==> src/rtl/usb_ctrl_req_engine.sv <==
// USB EP0 standard-request engine: collects the 8-byte SETUP packet, handles
// SET_ADDRESS / SET_CONFIGURATION / endpoint-halt features, forwards the rest.
module usb_ctrl_req_engine #(
  parameter int         NUM_EP     = 4,
  parameter bit         ADDR_DEFER = 1'b1,
  parameter logic [7:0] MAX_CFG    = 8'd1
) (
  input  logic              clk,
  input  logic              rst_n,
  input  logic              bus_reset,
  input  logic              setup_tok,
  input  logic [7:0]        rx_data,
  input  logic              rx_data_valid,
  input  logic              rx_crc_err,
  input  logic              status_in_ack,
  output logic [6:0]        dev_addr,
  output logic [7:0]        cfg_value,
  output logic              configured,
  output logic [NUM_EP-1:0] ep_halt,
  output logic              ep0_stall,
  output logic              status_req,
  output logic              req_valid,
  output logic [7:0]        req_type,
  output logic [7:0]        req_code,
  output logic [15:0]       req_wvalue,
  output logic [15:0]       req_windex,
  output logic [15:0]       req_wlength
);

  typedef enum logic [1:0] {IDLE, COLLECT, DECODE, WAIT_STATUS} state_t;

  state_t      state_r, state_nxt;
  logic [2:0]  count_r;
  logic [7:0]  setup_buf_r [8];
  logic [6:0]  stage_addr_r, stage_addr_nxt;
  logic        stage_valid_r, stage_valid_nxt;

  logic [6:0]        dev_addr_nxt;
  logic [7:0]        cfg_nxt;
  logic [NUM_EP-1:0] halt_nxt;
  logic              stall_nxt, status_req_nxt, req_valid_nxt, load_fields;

  logic [7:0]  b_type, b_code;
  logic [15:0] w_value, w_index, w_length;
  logic [3:0]  feat_ep;
  logic        is_set_addr, is_set_cfg, is_feat, set_feat;
  logic        set_addr_ok, set_cfg_ok, feat_ok, dec_forward, dec_stall;

  assign b_type   = setup_buf_r[0];
  assign b_code   = setup_buf_r[1];
  assign w_value  = {setup_buf_r[3], setup_buf_r[2]};
  assign w_index  = {setup_buf_r[5], setup_buf_r[4]};
  assign w_length = {setup_buf_r[7], setup_buf_r[6]};
  assign feat_ep  = w_index[3:0];

  assign is_set_addr = (b_type == 8'h00) && (b_code == 8'h05);
  assign is_set_cfg  = (b_type == 8'h00) && (b_code == 8'h09);
  assign set_feat    = (b_code == 8'h03);
  assign is_feat     = (b_type == 8'h02) && ((b_code == 8'h03) || (b_code == 8'h01));

  assign set_addr_ok = (w_value <= 16'd127) && (w_index == 16'd0) && (w_length == 16'd0);
  assign set_cfg_ok  = (dev_addr != 7'd0) && (w_value[7:0] <= MAX_CFG);
  // EP0 halt requests are acknowledged but have no effect
  assign feat_ok     = (w_value == 16'd0) &&
                       ((feat_ep == 4'd0) ||
                        (configured && ({1'b0, feat_ep} < 5'(NUM_EP))));

  assign dec_forward = !(is_set_addr || is_set_cfg || is_feat);
  assign dec_stall   = (is_set_addr && !set_addr_ok) || (is_set_cfg && !set_cfg_ok) ||
                       (is_feat && !feat_ok);

  // State register
  always_ff @(posedge clk or negedge rst_n) begin
    if (!rst_n) begin
      state_r <= IDLE;
    end else if (bus_reset) begin
      state_r <= IDLE;
    end else begin
      state_r <= state_nxt;
    end
  end

  // Next-state logic
  always_comb begin
    state_nxt = state_r;
    case (state_r)
      IDLE:        state_nxt = IDLE;
      COLLECT: begin
        if (rx_crc_err) begin
          state_nxt = IDLE;
        end else if (rx_data_valid && (count_r == 3'd7)) begin
          state_nxt = DECODE;
        end else begin
          state_nxt = COLLECT;
        end
      end
      DECODE:      state_nxt = (dec_forward || dec_stall) ? IDLE : WAIT_STATUS;
      WAIT_STATUS: state_nxt = status_in_ack ? IDLE : WAIT_STATUS;
      default:     state_nxt = IDLE;
    endcase
    if (setup_tok) begin
      state_nxt = COLLECT;
    end else begin
      state_nxt = state_nxt;
    end
  end

  // Output and control next values
  always_comb begin
    dev_addr_nxt    = dev_addr;
    cfg_nxt         = cfg_value;
    halt_nxt        = ep_halt;
    stall_nxt       = ep0_stall;
    stage_addr_nxt  = stage_addr_r;
    stage_valid_nxt = stage_valid_r;
    status_req_nxt  = 1'b0;
    req_valid_nxt   = 1'b0;
    load_fields     = 1'b0;
    if (setup_tok) begin
      stall_nxt       = 1'b0;
      stage_valid_nxt = 1'b0;
    end else begin
      case (state_r)
        DECODE: begin
          if (dec_forward) begin
            req_valid_nxt = 1'b1;
            load_fields   = 1'b1;
          end else if (dec_stall) begin
            stall_nxt = 1'b1;
          end else begin
            status_req_nxt = 1'b1;
            if (is_set_addr) begin
              if (ADDR_DEFER) begin
                stage_addr_nxt  = w_value[6:0];
                stage_valid_nxt = 1'b1;
              end else begin
                dev_addr_nxt = w_value[6:0];
              end
            end else if (is_set_cfg) begin
              cfg_nxt  = w_value[7:0];
              halt_nxt = '0;
            end else begin
              for (int i = 1; i < NUM_EP; i++) begin
                if (feat_ep == 4'(i)) halt_nxt[i] = set_feat;
              end
            end
          end
        end
        WAIT_STATUS: begin
          if (status_in_ack && stage_valid_r) begin
            dev_addr_nxt    = stage_addr_r;
            stage_valid_nxt = 1'b0;
          end else begin
            stage_valid_nxt = stage_valid_r;
          end
        end
        default: stall_nxt = ep0_stall;
      endcase
    end
    halt_nxt[0] = 1'b0;
  end

  // Registered outputs and staged address
  always_ff @(posedge clk or negedge rst_n) begin
    if (!rst_n) begin
      dev_addr <= 7'd0; cfg_value <= 8'd0; configured <= 1'b0; ep_halt <= '0;
      ep0_stall <= 1'b0; status_req <= 1'b0; req_valid <= 1'b0;
      req_type <= 8'd0; req_code <= 8'd0;
      req_wvalue <= 16'd0; req_windex <= 16'd0; req_wlength <= 16'd0;
      stage_addr_r <= 7'd0; stage_valid_r <= 1'b0;
    end else if (bus_reset) begin
      dev_addr <= 7'd0; cfg_value <= 8'd0; configured <= 1'b0; ep_halt <= '0;
      ep0_stall <= 1'b0; status_req <= 1'b0; req_valid <= 1'b0;
      req_type <= 8'd0; req_code <= 8'd0;
      req_wvalue <= 16'd0; req_windex <= 16'd0; req_wlength <= 16'd0;
      stage_addr_r <= 7'd0; stage_valid_r <= 1'b0;
    end else begin
      dev_addr      <= dev_addr_nxt;
      cfg_value     <= cfg_nxt;
      configured    <= (cfg_nxt != 8'd0);
      ep_halt       <= halt_nxt;
      ep0_stall     <= stall_nxt;
      status_req    <= status_req_nxt;
      req_valid     <= req_valid_nxt;
      stage_addr_r  <= stage_addr_nxt;
      stage_valid_r <= stage_valid_nxt;
      if (load_fields) begin
        req_type    <= b_type;
        req_code    <= b_code;
        req_wvalue  <= w_value;
        req_windex  <= w_index;
        req_wlength <= w_length;
      end
    end
  end

  // SETUP byte capture
  always_ff @(posedge clk or negedge rst_n) begin
    if (!rst_n) begin
      count_r <= 3'd0;
      for (int i = 0; i < 8; i++) setup_buf_r[i] <= 8'd0;
    end else if (bus_reset) begin
      count_r <= 3'd0;
      for (int i = 0; i < 8; i++) setup_buf_r[i] <= 8'd0;
    end else if (setup_tok) begin
      count_r <= 3'd0;
    end else if ((state_r == COLLECT) && rx_data_valid && !rx_crc_err) begin
      setup_buf_r[count_r] <= rx_data;
      count_r              <= count_r + 3'd1;
    end else begin
      count_r <= count_r;
    end
  end

endmodule

==> config.mk <==
export PLATFORM = sky130hd
export DESIGN_NAME = usb_ctrl_req_engine
export DESIGN_NICKNAME = d
export VERILOG_FILES = /design/src/rtl/usb_ctrl_req_engine.sv
export SDC_FILE = /design/constraint.sdc
export NUM_CORES = 1
export LEC_CHECK = 0
export BUFFER_PORTS_ARGS = -buffer_cell sky130_fd_sc_hd__buf_2
export CAP_MARGIN = 10
export CORE_MARGIN = 2
export CORE_UTILIZATION = 40
export DETAILED_ROUTE_END_ITERATION = 16
export SYNTH_ARGS = -nofsm -noshare
export SYNTH_HDL_FRONTEND = slang
export SYNTH_SLANG_ARGS = --single-unit
==> constraint.sdc <==
create_clock -name clk -period 2.25 [get_ports clk]
set_input_delay 0.45 -clock clk [delete_from_list [all_inputs] [get_ports clk]]
set_output_delay 0.45 -clock clk [all_outputs]
set_load 0.02 [all_outputs]
# --- Yosys cells after proc, flatten, opt, wreduce, memory -nomap -nowiden ---
# Cells that the tools add are included.
# Widths: inputs -> output; s select.
totals:
  ramBits: 0
  latchBits: 0
  output_inout_bits: 87
  romBits: 0
  memories: 0
  elab_cells: 188
  input_bits: 15
  ff_bits: 164
classes:
  shifts: 0
  n_eq_ne: 19
  n_div: 0
  n_reduce_logical: 59
  multipliers: 0
  n_lt_le_gt_ge: 5
  addsub: 1
  n_mux: 76
  bitwise_logic: 1
op_table:
  columns: ["op", "count"]
  rows:
  - ["$mux 64", 3]
  - ["$mux 16", 6]
  - ["$mux 8", 12]
  - ["$mux 7", 10]
  - ["$bwmux 64", 1]
  - ["$logic_not 16->1", 3]
  - ["$mux 1", 25]
  - ["$demux 8 s3", 1]
  - ["$mux 4", 6]
  - ["$reduce_bool 3->1", 7]
  - ["$reduce_and 6->1", 3]
  - ["$eq 8x2->1 const B", 2]
  - ["$le 16x7->1 const B", 1]
  - ["$logic_and 1x1->1", 16]
  - ["$ne 4x4->1 const B", 4]
  - ["$reduce_bool 2->1", 7]
  - ["$mux 2", 6]
  - ["$mux 3", 4]
  - ["$reduce_and 5->1", 2]
  - ["$eq 4x2->1 const B", 2]
  - ["$eq 8x1->1 const B", 1]
  - ["$eq 8x3->1 const B", 1]
  - ["$eq 8x4->1 const B", 1]
  - ["$le 8x1->1 const B", 1]
  - ["other kinds (22)", 36]

# --- Depth between registers and ports, before layout ---
depth:
  depth_word: 13
  depth_mapped: 8
  depth_no_buf: 6

# --- Worst setup path before layout ---
# OpenSTA, ideal clock, no wires.
synth_timing:
  kind: "reg2reg"
  from: "register setup_buf_r, in the netlist b_type[5]"
  to: "register req_windex[10]"
  arrival_time_ps: 2075
  stages_incl_launch_ff: 9
  n_path_buf: 2
  setup_time_ps: 147
  path_slack_ps: 28
  t_required_ps: 2103
  period_less_slack_ps: 2222
  cell_sequence: "dfrtp_1 or4_1 nand4b_4 or3_4 and4b_1 buf_6 buf_6 nand2_1 a21oi_2"
synth_via:
  elab_chain_len: 8
  elab_cells_between_ends: 11
  classes_between: "1 x eq/ne; 3 x mux; 7 x reduce/logical"
synth_rtl:
  columns: ["element", "line", "text"]
  rows:
  - ["start, declared", "34", "logic [7:0] setup_buf_r [8];"]
  - ["start signal, assigned by index", "208", "setup_buf_r[count_r] <= rx_data;"]
  - ["$logic_not 8->1", "56, 57", null]
  - ["$logic_and 1x1->1, on equally long branches", "56, 57", null]
  - ["$logic_or 1x1->1", "68", "assign dec_forward = !(is_set_addr || is_set_cfg || is_feat);"]
  - ["$logic_or 1x1->1 (*)", "68", null]
  - ["$mux 1 (*)", "125", "if (dec_forward) begin"]
  - ["$mux 1 (*)", "123", "case (state_r)"]
  - ["$mux 1 (*)", "119", "if (setup_tok) begin"]
  - ["$reduce_bool 2->1 (no source line) (*)", null, null]
  - ["end signal, assigned", "191", "req_windex <= w_index;"]
  - ["end, declared", "26", "output logic [15:0] req_windex,"]
# Mark *: on every way between the ends. The rest lies on a longest branch, timed or not.
# A chain may end at the register's enable or synchronous reset.

# --- Final worst setup path ---
layout_timing:
  from: "register setup_buf_r, in the netlist b_type[6]"
  to: "register req_wlength[13]"
layout_via:
  elab_chain_len: 8
  elab_cells_between_ends: 11
  classes_between: "1 x eq/ne; 3 x mux; 7 x reduce/logical"
layout_rtl:
  columns: ["element", "line", "text"]
  rows:
  - ["$logic_not 8->1", "56, 57", null]
  - ["$logic_and 1x1->1, on equally long branches", "56, 57", null]
  - ["$logic_or 1x1->1", "68", null]
  - ["$logic_or 1x1->1 (*)", "68", null]
  - ["$mux 1 (*)", "125", null]
  - ["$mux 1 (*)", "123", null]
  - ["$mux 1 (*)", "119", null]
  - ["$reduce_bool 2->1 (no source line) (*)", null, null]
  - ["end signal, assigned", "192", "req_wlength <= w_length;"]
  - ["end, declared", "27", "output logic [15:0] req_wlength"]
# Marked as above.

==> results.md <==
- Status: complete, but fails checks
- Failing checks: negative hold slack, negative setup slack
- Maxcap violations: 0
- Sequential-to-total area share from yosys stat: 55.3%
- Mapped cell area: 0.00737 mm²
- CP top delay family: simple AND/OR/NAND/NOR gates
- Antenna-violating nets left: 0
- Delay of the slowest critical-path stage: 540 ps
- First-pass GRT wire length: 33.2 mm
- WP data arrival: 2680 ps
- Worst vdd ir: 520 µV
- Total power: 6120 µW
- PD cells: 625 mW/mm²
- Gr usage total: 21.6%
- Final period utilization: 106%
- Syn nets: 705
- Clock root buffer: clkbuf_16
- Vias in the first global route: 6142
- Die height: 140 µm
- Library cells used by synthesis: 51
- Max Transition Viols Final: 0
- Setup crit end kind: register
- Width of the die: 140 µm
- CP max stage cell: or4_4
- Fillers: 1584
- Initial antenna violation count: 0
- Worst r2r src: b_type[6]$_DFFE_PN0P_
- RSZ-0062 raised after global routing: true
- Crit path required time: 2540 ps
- Clock Tree Buf Depth: 2
- TritonCTS buffer count: 17
- Starting Density: 40.9%
- Ys Warns: 0
- Fin. Hold Viols: 8
- FMAX: 418 MHz
- Final Skew: 8.88 ps
- Final GP Congestion: 0.851
- Leak: 0.00478 µW
- Final setup viols: 77
- Yosys reg bits: 163
- Post-layout minimum cycle time: 2390 ps
- Bufs and invs on worst path: 2
- Mapped Cells: 688
- DP Area: 0.00860 mm²
- P&R area growth vs syn: 32.9%
- CTS Sinks: 163
- CP max FO: 12
- Via Count: 5859
- Die area: 0.0195 mm²
- Final instance area: 0.00980 mm²
- GR Layer Usage met3: 4.54%
- H-tree Lvls: 4
- Global Route met1 Usage: 28.7%
- Largest net degree at the start of global routing: 59
- Most used routing layer: met2
- NumNets Final: 882
- Share of layout cells above drive strength 1: 43.6%
- Nature of the critical path startpoint: register
- Crit path launch: b_type[6]$_DFFE_PN0P_
- DR iter-0 viols: 394
- Clock slew at reported path FFs: 70 ps
- Worst slew pin tran: 689 ps
- Core Region: 0.0180 mm²
- CTS tree: yes
- Slew headroom: 54.1%
- Syn Area/Cell: 10.7 µm²
- Worst-path cell chain: or4_4 -> nand4b_4 -> or3_4 -> buf_4 -> and4b_4 -> buf_16 -> nand2_1 -> a21oi_2
- GRT overflow: 0
- DR pass1 iterations: 5
- Setup ws final: -143 ps
- Routed wire length: 20.5 mm
- Synth Flop Type: dfrtp_1
- Kind of critical path: register to register
- Met2 Resource Use GR: 35.8%
- Hold_buf cts: 0
- DP HPWL: 13.5 mm
- Final hold slack: -20.8 ps
- DRC viols: 0
- Fraction of registers with async set/reset: 100%
- Post-synth EDFFs: 0
- Clk Latency, worst-skew pair: 440 ps
- IO buf count: 100
- Antenna diode count: 0
- Num ports: 102
- Post-DR vias/cell: 5.29
- Cell Rows: 49
- WL/cell: 18.5 µm
- HP Class: primary input to asynchronous set/reset pin
-- cell type report --
class | instances | area (µm²) | area share [%]
Clock buffer | 17 | 425 | 4.34
Inverter | 1 | 3.75 | 0.0383
Clock inverter | 15 | 171 | 1.75
Tap cell | 229 | 287 | 2.92
Timing Repair Buffer | 209 | 1640 | 16.7
Sequential cell | 163 | 4080 | 41.6
Multi-Input combinational cell | 473 | 3190 | 32.6
-- worst reg2reg max path: cells and delay by family (launching register included) --
family	cells	cell delay [ps]
AO/OA/AOI/OAI	1	70
flip-flops	1	390
AND/OR/NAND/NOR	5	1470
buffers and inverters	2	330
-- synthesized netlist by cell type (3+ instances only) --
cell      instances  area share [%]
dfrtp_1         163              55
nand2_1          98             5.0
nor2_1           79             4.0
mux2i_1          68             9.2
a21oi_2          40             4.8
nand2_2          40             3.4
a21oi_1          33             2.2
clkbuf_1         30             1.5
nor4_1           13             1.1
nand4_1          12             1.0
o21ai_0          12            0.81
and2_1            8            0.68
a22o_1            7            0.83
buf_6             7             1.1
buf_2             6            0.41
buf_12            5             1.4
nand2b_1          5            0.42
nand3b_1          5            0.51
nor3_1            5            0.34
and3_1            4            0.34
nand3_1           4            0.27
nor2b_1           4            0.34
o22ai_1           3            0.25
-- metrics by stage --
stage | util, % | TNS [ps] | std cells | worst slack, ps
finish | 54.4 | -6520 | 1107 | -143
global route | 54.4 | -14490 | 1107 | -229
CTS | 53.3 | -3550 | 1105 | -81.0
detailed placement | 47.7 | -5320 | 1059 | -137
global placement | 47.7 | -2830 | 1059 | -70.8
floorplan | - | 0 | 688 | 28.2
-- metal layers --
layer,up-vias,wire length [µm]
met1,2976,9070
met5,-,0
met4,0,334
met2,147,10100
met3,28,969
li1,2708,-
-- flip-flops by register name, summed over array words and instances (netlist names) --
register and flops:
b_code 8, b_type 8, cfg_value 8, configured 1
count_r 3, dev_addr 7, ep0_stall 1, ep_halt 3
feat_ep 4, req_code 8, req_type 8, req_valid 1
req_windex 16, req_wlength 16, req_wvalue 16, setup_buf_r 44
stage_addr_r 7, stage_valid_r 1, state_r 2, status_req 1
-- worst paths after layout --
kind / to / slack [ps] / cells past startpoint
worst max-delay path: req_wlength[13]$_DFFE_PN0P_ / -140 / 8
worst min-delay path: req_type[2]$_DFFE_PN0P_ / -20 / 1
worst max register to register: req_wlength[13]$_DFFE_PN0P_ / -140 / 8
worst min register to register: dev_addr[0]$_DFFE_PN0P_ / 510 / 1
max in group asynchronous: stage_valid_r$_DFFE_PN0P_ / 1570 / 2
min in group clk: stage_valid_r$_DFFE_PN0P_ / 350 / 4
-- report_power, final --
part           leakage, µW  internal, µW  switching (µW)
Combinational      0.00222          48.5             167
Sequential         0.00228          2930            4.70
Clock             0.000285          1670            1300
Total              0.00478          4650            1480
-- what timing repair did --
item                       4_1_cts  5_1_grt
setup endpoints to repair       86       89
pin swaps                       33       15
buffers inserted                 7        0
resized for setup               47       33
cloned                           7        2
-- cell families after synthesis --
kind of cell / after synthesis / synth area share (%)
buffers and inverters: 52 / 4.82
and+or+nand+nor: 294 / 19.8
AOI/OAI and AO/OA: 107 / 10.3
other: 1 / 0.0509
xor gates and xnor gates: 1 / 0.119
DFF: 163 / 55.3
muxes: 68 / 9.23
adders and majority gates: 2 / 0.339
-- layout by cell type (no fill, tap or decap), types with 3 or more instances in the layout --
cell / n
and3_1: 4
buf_4: 86
nor4_2: 4
nand2_2: 64
a21oi_2: 46
o22ai_1: 3
clkbuf_16: 19
a22o_1: 7
nand2b_1: 5
inv_6: 5
nor2b_1: 4
dfrtp_1: 163
nand2_1: 66
nand3_1: 3
and2_1: 8
buf_12: 11
buf_16: 6
mux2i_1: 68
nand3b_1: 5
nor2_1: 78
buf_6: 4
nor3_1: 4
a21oi_1: 27
buf_2: 99
nand4_1: 12
clkinvlp_4: 3
nor4_1: 9
o21ai_0: 12
nand2_4: 8
Power figures use the tool's default switching activity.
